## config.mk

```make
export PLATFORM = sky130hd
export DESIGN_NAME = unsigned_fixed_point_divider
export DESIGN_NICKNAME = d
export VERILOG_FILES = /design/src/rtl/unsigned_fixed_point_divider.sv
export SDC_FILE = /design/constraint.sdc
export NUM_CORES = 1
export LEC_CHECK = 0
export CORE_UTILIZATION = 65
export DETAILED_ROUTE_END_ITERATION = 6
export DONT_BUFFER_PORTS = 1
export GPL_TIMING_DRIVEN = 1
export PLACE_DENSITY = 0.81
export SKIP_CTS_REPAIR_TIMING = 1
export SLEW_MARGIN = 10
export SYNTH_ARGS = -nofsm -noshare
export SYNTH_HDL_FRONTEND = slang
export SYNTH_SLANG_ARGS = --single-unit
```

## constraint.sdc

```tcl
create_clock -name clk -period 3 [get_ports clk]
set_input_delay 0.15 -clock clk [delete_from_list [all_inputs] [get_ports clk]]
set_output_delay 0.15 -clock clk [all_outputs]
set_load 0.01 [all_outputs]
```

## src/rtl/unsigned_fixed_point_divider.sv

```systemverilog
// Unsigned fixed-point divider: Quotient = floor((A<<F)/B), Remainder = (A<<F) mod B.
// Restoring division, one quotient bit per cycle, MSB first, over W+F cycles.
module unsigned_fixed_point_divider #(
    parameter int W = 4,
    parameter int F = 2
) (
    input  logic             clk,
    input  logic             rst_n,
    input  logic             start,
    input  logic [W-1:0]     A,
    input  logic [W-1:0]     B,
    output logic             busy,
    output logic             done,
    output logic [2*W-1:0]   Quotient,
    output logic [W-1:0]     Remainder,
    output logic             div_by_zero
);

    localparam int N  = W + F;
    localparam int CW = (N > 1) ? $clog2(N) : 1;
    localparam logic [CW-1:0] LAST = CW'(N - 1);

    typedef enum logic [1:0] {IDLE, CALC, DONE} state_t;

    state_t          r_state;
    logic [CW-1:0]   r_cnt;
    logic [N-1:0]    r_dvd;
    logic [W-1:0]    r_rem;
    logic [W-1:0]    r_b;

    logic [W:0]      w_trial;
    logic            w_ge;
    logic [W-1:0]    w_rem_nxt;
    logic [N-1:0]    w_dvd_nxt;

    // r_dvd shifts dividend bits out of its MSB while quotient bits enter at its LSB.
    assign w_trial   = {r_rem, r_dvd[N-1]};
    assign w_ge      = (w_trial >= {1'b0, r_b});
    assign w_rem_nxt = w_ge ? (w_trial[W-1:0] - r_b) : w_trial[W-1:0];
    assign w_dvd_nxt = {r_dvd[N-2:0], w_ge};

    always_ff @(posedge clk) begin
        if (!rst_n) begin
            r_state     <= IDLE;
            r_cnt       <= '0;
            busy        <= 1'b0;
            done        <= 1'b0;
            Quotient    <= '0;
            Remainder   <= '0;
            div_by_zero <= 1'b0;
        end else begin
            done <= 1'b0;
            case (r_state)
                IDLE: begin
                    if (start) begin
                        busy <= 1'b1;
                        if (B == '0) begin
                            r_state     <= DONE;
                            done        <= 1'b1;
                            Quotient    <= '1;
                            Remainder   <= '0;
                            div_by_zero <= 1'b1;
                        end else begin
                            r_state <= CALC;
                            r_cnt   <= '0;
                        end
                    end
                end
                CALC: begin
                    r_cnt <= r_cnt + 1'b1;
                    if (r_cnt == LAST) begin
                        r_state     <= DONE;
                        done        <= 1'b1;
                        Quotient    <= {{(2*W-N){1'b0}}, w_dvd_nxt};
                        Remainder   <= w_rem_nxt;
                        div_by_zero <= 1'b0;
                    end
                end
                DONE: begin
                    r_state <= IDLE;
                    busy    <= 1'b0;
                end
                default: begin
                    r_state <= IDLE;
                    busy    <= 1'b0;
                end
            endcase
        end
    end

    // Operands are captured once at start so later input changes cannot disturb the divide.
    always_ff @(posedge clk) begin
        if (r_state == IDLE && start) begin
            r_dvd <= {A, {F{1'b0}}};
            r_rem <= '0;
            r_b   <= B;
        end else if (r_state == CALC) begin
            r_dvd <= w_dvd_nxt;
            r_rem <= w_rem_nxt;
        end
    end

endmodule

```

==> flow_metrics.env <==
export IMPL_r2r_slack_ns=1.09
export IMPL_hold_path_class="input port to flop"
export IMPL_status="complete, no violations"
export IMPL_skew_ns=0.01185
export IMPL_synth_flop_cell="dfxtp_1"
export IMPL_ys_types=39
export IMPL_max_vdd_ir_drop_mv=0.4625
export IMPL_ys_seq_area_share_pct=48.90
export IMPL_synth_nets=152
export IMPL_cp_data_arrival_time_ns=2.18
export IMPL_cp_required_ns=3.27
export IMPL_crit_path_end_kind="flop"
export IMPL_core_um2=2042
export IMPL_syn_avg_cell_area_um2=11.00
export IMPL_root_buffer="clkbuf_4"
export IMPL_max_freq_mhz=523.6
export IMPL_path_clk_slew_ns=0.11
export IMPL_hold_viol=0
export IMPL_antenna_found_initial=0
export IMPL_rsz0062_at_grt="no"
export IMPL_num_rows=16
export IMPL_top_usage_layer="met2"
export IMPL_netlist_area_leader_share_pct=32.60
export IMPL_grt_use_met2_pct=45.27
export IMPL_synth_seq_cells=32
export IMPL_power_density_nw_per_um2=656.2
export IMPL_htree_num_levels=2
export IMPL_dp_cells=155
export IMPL_maxSlewViolCount=0
export IMPL_met3_usage_pct=8.642
export IMPL_first_pass_iters=4
export IMPL_worst_setup_path_start_kind="flop"
export IMPL_cts_buffers=5
export IMPL_ys_warn_count=0
export IMPL_drc=0
export IMPL_drtAntennaViolNets=0
export IMPL_grt_pass1_wl_um=4767
export IMPL_setup_worst_path_start="r_b[2]$_DFFE_PP_"
export IMPL_hold_start="A[3]"
export IMPL_synth_edf_count=8
export IMPL_setup_tns_final_ns=0
export IMPL_port_buffers=0
export IMPL_final_cells=170
export IMPL_synthArstFlopShare_pct=0
export IMPL_die_h_um=49.62
export IMPL_crit_type="flop to flop"
export IMPL_drive_gt1_share_pct=16.78
export IMPL_synth_cells=134
export IMPL_timing_final_crit_share_pct=63.66
export IMPL_netlist_top_cells_count="24 x dfxtp_1, 15 x nand2_1, 14 x inv_1, 8 x edfxtp_1, 7 x a21oi_1"
export IMPL_fin_nets=160
export IMPL_met1_usage_pct=31.75
export IMPL_grt_use_total_pct=26.84
export IMPL_synth_top_cell_by_area="dfxtp_1"
export IMPL_fin_crit_ns=1.910
export IMPL_grt_pass1_vias=1019
export IMPL_netlist_area_um2=1474
export IMPL_netlist_top_cells_area="dfxtp_1 33%, edfxtp_1 16%, ha_1 5.1%"
export IMPL_place_hpwl_um=1997
export IMPL_setup_violations=0
export IMPL_clk_path_buf_depth=2
export IMPL_tightest_slew_ns=0.5942
export IMPL_leakage_nw=0.6175
export IMPL_viasPerCell=6.129
export IMPL_diodes=0
export IMPL_vias=1042
export IMPL_wire_per_inst_um=18.27
export IMPL_first_iter_violations=26
export IMPL_cts_tree="done"
export IMPL_die_x_um=49.62
export IMPL_cts_sinks=32
export IMPL_gr_total_overflow=0
export IMPL_start_util_pct=72.18
export IMPL_area_delta_synth_final_pct=8.998
export IMPL_drv_cap=0
export IMPL_grt_max_degree=14
export IMPL_relSlewSlack_pct=60.34
export IMPL_dieArea_um2=2462
export IMPL_synth_most_common_cell="dfxtp_1"
export IMPL_clk_latency_ns=0.35
export IMPL_place_gp_congestion=0.8518
export IMPL_io_pins=26
export IMPL_crit_fanout=6
export IMPL_reg2reg_from="r_b[2]$_DFFE_PP_"
export IMPL_routed_wl_um=3106
==> placed cells by master, fill, tap and decap left out, drive strengths merged <==
cell and count:
o22a 1, a21oi 8, mux2 2, clkinv 1, a22o 4, o21ai 6
mux2i 1, xnor2 3, nor3b 1, nand2b 2, nor4 1, bufinv 1
edfxtp 8, o221a 6, dlygate4sd3 7, nand3 2, nor2b 1, nand2 18
and3 1, ha 6, o32ai 4, o41ai 1, fa 1, inv 14
o22ai 2, a31oi 1, nor2 7, dfxtp 24, and4 1, a211oi 1
and2 1, clkbuf 6
==> critical path: stages (launching register included) <==
cell and delay [ns]:
edfxtp_1 0.34, inv_1 0.05, ha_1 0.33, o21ai_0 0.10, and2_4 0.17, a31oi_4 0.25, mux2_2 0.40, o32ai_2 0.19
==> report_power, final <==
part | switching (mW) | internal (mW)
Clock | 0.151 | 0.175
Sequential | 0.0250 | 0.476
Combinational | 0.129 | 0.0987
Total | 0.305 | 0.749
==> area by class of cell <==
type                            instances  area (µm²)
Inverter                               14       52.55
Clock buffer                            6       41.29
Timing Repair Buffer                    7       70.07
Multi-Input combinational cell         82       653.1
Sequential cell                        32       720.7
Fill cell                             142       435.4
Tap cell                               27       33.78
Clock inverter                          2       35.03
==> stage by stage <==
stage | area [µm²] | setup slack [ns] | utilization [%] | power, mW | hold slack [ns]
finish | 1607 | 1.090 | 78.68 | 1.054 | 0.006518
CTS | 1536 | 1.081 | 75.25 | 1.040 | -0.1060
floorplan | 1474 | 1.280 | - | 0.6804 | 0.2489
global placement | 1460 | 1.226 | 71.51 | 0.7042 | 0.2490
detailed placement | 1460 | 1.126 | 71.51 | 0.7176 | 0.2490
global route | 1607 | 0.9897 | 78.68 | 1.096 | 0.001575
==> per-layer routing <==
metal	routed length, µm	vias up
li1	-	492
met1	1361	527
met2	1600	19
met3	115	4
met4	29	0
met5	0	-
==> sequential cells by signal, summed over array words and instances (netlist names) <==
| register | cells |
|---|---|
| Quotient | 7 |
| r_dvd | 6 |
| Remainder | 4 |
| r_b | 4 |
| r_rem | 4 |
| r_cnt | 3 |
| r_state | 2 |
| busy | 1 |
| done | 1 |
==> final timing paths <==
| kind | to | cells after the start |
|---|---|---|
| max | Remainder[1]$_SDFFE_PN0P_ | 7 |
| min | r_dvd[5]$_DFFE_PP_ | 1 |
| max reg2reg | Remainder[1]$_SDFFE_PN0P_ | 7 |
| min reg2reg | r_dvd[1]$_SDFFE_PP0P_ | 2 |
==> cell families after synthesis <==
family | count (synthesis) | share of synthesized area, %
buffers and inverters | 20 | 6.791
multiplexers | 3 | 2.207
AND/OR/NAND/NOR | 35 | 14.01
adder cells (fa/ha/maj) | 7 | 6.452
flip-flops | 32 | 48.90
AO/OA/AOI/OAI | 34 | 19.86
XOR/XNOR | 3 | 1.783
Power figures use the tool's default switching activity.
